`src/rtl/pulse_period_meter.sv`:
```
// Measures the interval, in enabled clock edges, between successive events on i_pulse.
// Reports the last period with done/valid/lock status and a sticky overflow flag.
module pulse_period_meter #(
  parameter int WIDTH = 4
) (
  input  logic             clk,
  input  logic             i_rst_n,
  input  logic             i_meas_enbl,
  input  logic             i_pulse,
  input  logic             i_clear,
  output logic [WIDTH-1:0] o_period,
  output logic             o_done,
  output logic             o_valid,
  output logic             o_lock,
  output logic             o_overflow
);

  typedef enum logic [1:0] {
    IDLE    = 2'd0,
    ARMED   = 2'd1,
    MEASURE = 2'd2
  } state_t;

  localparam logic [WIDTH-1:0] ONE      = WIDTH'(1);
  localparam logic [WIDTH-1:0] CNT_MAX  = '1;
  localparam logic [WIDTH-1:0] CNT_LAST = CNT_MAX - ONE;

  state_t           state, state_nxt;
  logic [WIDTH-1:0] cnt, cnt_nxt;
  logic [WIDTH-1:0] period_nxt;
  logic             done_nxt, valid_nxt, lock_nxt, ovf_nxt;
  logic [WIDTH-1:0] cnt_inc;

  // cnt never exceeds CNT_LAST, so the increment cannot wrap
  assign cnt_inc = cnt + ONE;

  always_ff @(posedge clk or negedge i_rst_n) begin
    if (!i_rst_n) begin
      state      <= IDLE;
      cnt        <= '0;
      o_period   <= '0;
      o_done     <= 1'b0;
      o_valid    <= 1'b0;
      o_lock     <= 1'b0;
      o_overflow <= 1'b0;
    end else begin
      state      <= state_nxt;
      cnt        <= cnt_nxt;
      o_period   <= period_nxt;
      o_done     <= done_nxt;
      o_valid    <= valid_nxt;
      o_lock     <= lock_nxt;
      o_overflow <= ovf_nxt;
    end
  end

  always_comb begin
    state_nxt  = state;
    cnt_nxt    = cnt;
    period_nxt = o_period;
    done_nxt   = 1'b0;
    valid_nxt  = o_valid;
    lock_nxt   = o_lock;
    ovf_nxt    = o_overflow;

    if (i_clear) begin
      state_nxt  = i_meas_enbl ? ARMED : IDLE;
      cnt_nxt    = '0;
      period_nxt = '0;
      valid_nxt  = 1'b0;
      lock_nxt   = 1'b0;
      ovf_nxt    = 1'b0;
    end else if (!i_meas_enbl) begin
      state_nxt = IDLE;
      cnt_nxt   = '0;
      lock_nxt  = 1'b0;
    end else begin
      unique case (state)
        IDLE: begin
          cnt_nxt   = '0;
          state_nxt = ARMED;
        end
        ARMED: begin
          cnt_nxt = '0;
          if (i_pulse) state_nxt = MEASURE;
        end
        MEASURE: begin
          if (i_pulse) begin
            period_nxt = cnt_inc;
            done_nxt   = 1'b1;
            valid_nxt  = 1'b1;
            lock_nxt   = o_valid && (cnt_inc == o_period);
            cnt_nxt    = '0;
          end else if (cnt == CNT_LAST) begin
            // interval too long to represent: drop the result and re-arm
            ovf_nxt   = 1'b1;
            valid_nxt = 1'b0;
            lock_nxt  = 1'b0;
            cnt_nxt   = '0;
            state_nxt = ARMED;
          end else begin
            cnt_nxt = cnt_inc;
          end
        end
        default: begin
          state_nxt = IDLE;
          cnt_nxt   = '0;
        end
      endcase
    end
  end

endmodule

```
`config.mk`:
```
export PLATFORM = sky130hd
export DESIGN_NAME = pulse_period_meter
export DESIGN_NICKNAME = d
export VERILOG_FILES = /design/src/rtl/pulse_period_meter.sv
export SDC_FILE = /design/constraint.sdc
export NUM_CORES = 1
export LEC_CHECK = 0
export BUFFER_PORTS_ARGS = -buffer_cell sky130_fd_sc_hd__buf_2
export CORE_AREA = 2 2 40 42
export DETAILED_ROUTE_END_ITERATION = 6
export DIE_AREA = 0 0 42 44
export PLACE_DENSITY_LB_ADDON = 0.05
export SLEW_MARGIN = 20
export SYNTH_ARGS = -nofsm -noshare
export SYNTH_HDL_FRONTEND = slang
export SYNTH_SLANG_ARGS = --single-unit
```
`constraint.sdc`:
```
create_clock -name clk -period 2.05 [get_ports clk]
set_clock_uncertainty 0.15 [all_clocks]
set_input_delay 0.41 -clock clk [delete_from_list [all_inputs] [get_ports clk]]
set_output_delay 0.41 -clock clk [all_outputs]
set_load 0.005 [all_outputs]
```
==> results by group <==
Synthesis
  – Unique cell type count in the Yosys netlist: 23
  – Mapped Cells: 65
  – XOR/XNOR Fraction of Synth Area: 7.78%
  – Largest family of logic cells by synthesized area: simple AND/OR/NAND/NOR gates
  – Main synth FF type: dfrtp_1
  – Top post-synthesis cells by area: dfrtp_1 52%, nor2_1 7.8%, nand4b_1 3.9%
  – Avg Cell Area, Syn: 10.4 sq um
  – Post-Syn Area: 676 sq um
  – Seq cells post-synth: 14
  – Synth Net Count: 72
  – Mux contribution to synthesized area: 0%
  – Top-area cell type share of the netlist area: 51.9%
  – Number of synthesized flops with an enable pin: 0
  – Simple-Gate Fraction of Synth Area: 20.6%
  – Post-synth ARST share: 100%
  – Fraction of the mapped netlist area in adder cells: 3.70%
  – Sequential-to-total area share from yosys stat: 51.9%
  – Compound-Gate Fraction of Synth Area: 14.8%
  – Top cell type by total area after synthesis: dfrtp_1
  – Ys Warns: 0

Routing
  – Residual DRC: 0
  – First drt pass iteration count: 4
  – Total Routed Length: 1230 um
  – DR iter-0 viols: 4
  – WL per Instance: 12.6 um
  – DRT antenna net count: 0
  – DR vias: 522
  – Via density: 5.38

STA
  – Final setup violation count: 0
  – Max_slew headroom: 79.1%
  – Crit path time final: 1.69 ns
  – Worst-Margin Slew: 0.311 ns
  – FMAX: 0.593 GHz
  – Final Cycle Share: 82.2%
  – Final Slew Violations: 0
  – Final setup TNS: 0 ns
  – Final hold violation count: 0
  – RSZ-0062 raised after global routing: false

Placed design
  – Dpl cells: 92
  – DP HPWL: 876 um
  – IO Port Bufs: 12
  – RD Place Congestion: 0.739

CTS
  – Num CTS Buffers: 3
  – CTS tree: yes
  – CTS sink count: 14
  – CTS clock-pin slew for the worst setup and hold paths: 0.09 ns
  – Setup bufs post-CTS: 0
  – Root buf cell: clkbuf_4
  – Maximum root-to-sink buffer count: 2
  – H-tree Lvls: 1
  – Later-pin clock latency in the skew report: 0.28 ns

Pwr
  – Pwr/cell area: 642 mW/mm^2
  – Total power: 0.511 mW
  – Leak: 0.394 nW
  – Max rail drop VDD: 0.000321 V

Worst setup path
  – Worst Reg-to-Reg Cells: 5
  – Worst path arrival time: 1.71 ns
  – CP startpoint kind: flip-flop
  – Critical path type: flip-flop to flip-flop
  – Peak fanout along the critical path: 6
  – Setup crit end kind: flip-flop
  – CP required: 2.07 ns

Global route
  – Antenna violations before repair: 0
  – Vias in the first global route: 474
  – Total track usage: 15.9%
  – Total gr overflow: 0
  – Largest net degree at the start of global routing: 15
  – First-pass GRT wire length: 2090 um

Cells and area
  – Non-Filler Instances: 97
  – Layout cell share with drive strength beyond 1: 23.5%
  – Antenna cells: 0
  – P&R area growth vs syn: 18.0%
  – Utilization after layout: 56.2%
  – Nets: 89

Floorplan
  – Die Span Y: 44 um
  – Initial core utilization: 47.6%
  – Rows: 14
  – Die X: 42 um
  – Core Area: 0.00142 sq mm
  – Io pins: 13
  – Die ar.: 0.00185 sq mm

Min path
  – Hold Path Cell Cnt: 2
  – Worst min path class: primary input to flip-flop

Flow run
  – Max Cap Viol: 0

Run status
  – Outcome: completed
==> kinds of logic (layout without fill, tap and decap cells) <==
group                      Yosys count  after routing
AOI/OAI and AO/OA                   14             14
DFF                                 14             14
xor gates and xnor gates             6              6
buffers and inverters                2             18
and+or+nand+nor                     27             27
adders and majority gates            2              2
==> power breakdown <==
| group | leakage [nW] | internal [mW] | total, mW | switching, mW |
|---|---|---|---|---|
| logic | 0.179 | 0.0114 | 0.0306 | 0.0191 |
| registers | 0.193 | 0.279 | 0.281 | 0.00258 |
| clock network | 0.0210 | 0.108 | 0.199 | 0.0913 |
==> routing by layer <==
| layer | global-route usage [%] | part of all wire (%) |
|---|---|---|
| met4 | 13.5 | 1.4 |
| met2 | 21.9 | 46 |
| met3 | 2.92 | 3.9 |
| met5 | 0 | 0 |
| met1 | 21.4 | 49 |
==> final timing paths <==
check	endpoint	slack (ns)	startpoint
worst max-delay path	o_lock	0.36	cnt[0]
worst min-delay path	o_period[3]	0.30	i_clear
worst max register to register	o_lock	0.36	cnt[0]
worst min register to register	cnt[0]	0.40	cnt[0]
max in group asynchronous	o_period[1]	1.11	i_rst_n
min in group asynchronous	o_period[3]	0.40	i_rst_n
==> layout by cell type, fill, tap and decap left out, types with 2 or more instances in the layout <==
cell / Yosys / layout
buf_2: 1 / 12
ha_1: 2 / 2
o21ai_0: 2 / 2
a211oi_1: 2 / 2
nand3_1: 2 / 2
a21oi_1: 5 / 5
clkbuf_4: 0 / 3
xor2_1: 3 / 3
nor2_1: 14 / 14
xnor2_1: 3 / 3
nand2_1: 3 / 3
nand4b_1: 3 / 3
dfrtp_1: 14 / 14
==> cells in the mapped netlist, drive strengths merged, types with 2 or more instances <==
library cell / number
dfrtp: 14
nor2: 14
a21oi: 5
nand2: 3
nand4b: 3
o21ai: 3
xnor2: 3
xor2: 3
a211oi: 2
ha: 2
nand3: 2
==> through the flow <==
| step | setup slack [ns] | hold WS (ns) | instance area [sq um] |
|---|---|---|---|
| after floorplan | 0.477 | -0.0356 | 676 |
| after global placement | 0.435 | 0.172 | 751 |
| after detailed placement | 0.367 | 0.171 | 751 |
| after CTS | 0.354 | 0.287 | 797 |
| after global routing | 0.231 | 0.308 | 797 |
| final | 0.364 | 0.299 | 797 |
==> critical path: stages (launching register included) <==
cell and delay [ns]:
dfrtp_1 0.44, inv_1 0.07, ha_1 0.22, a311oi_2 0.36, o21ai_0 0.15, a41o_1 0.20
==> what timing repair did <==
| action | 4_1_cts | 5_1_grt |
|---|---|---|
| gates resized for setup | 0 | 0 |
| hold buffers | 1 | 0 |
| hold endpoints to repair | 14 | 0 |
==> registers in the layout, indices dropped and copies added (netlist names) <==
signal and flops:
o_valid 1, cnt 4, o_lock 1, o_overflow 1, o_done 1, o_period 4
state 2
==> layout make-up <==
type / count / area [sq um]
Tap cell: 16 / 20.0
Fill cell: 124 / 622
Sequential cell: 14 / 350
Clock buffer: 4 / 36.3
Multi-Input combinational cell: 49 / 317
Inverter: 1 / 3.75
Timing Repair Buffer: 13 / 70.1
Power figures use the tool's default switching activity.
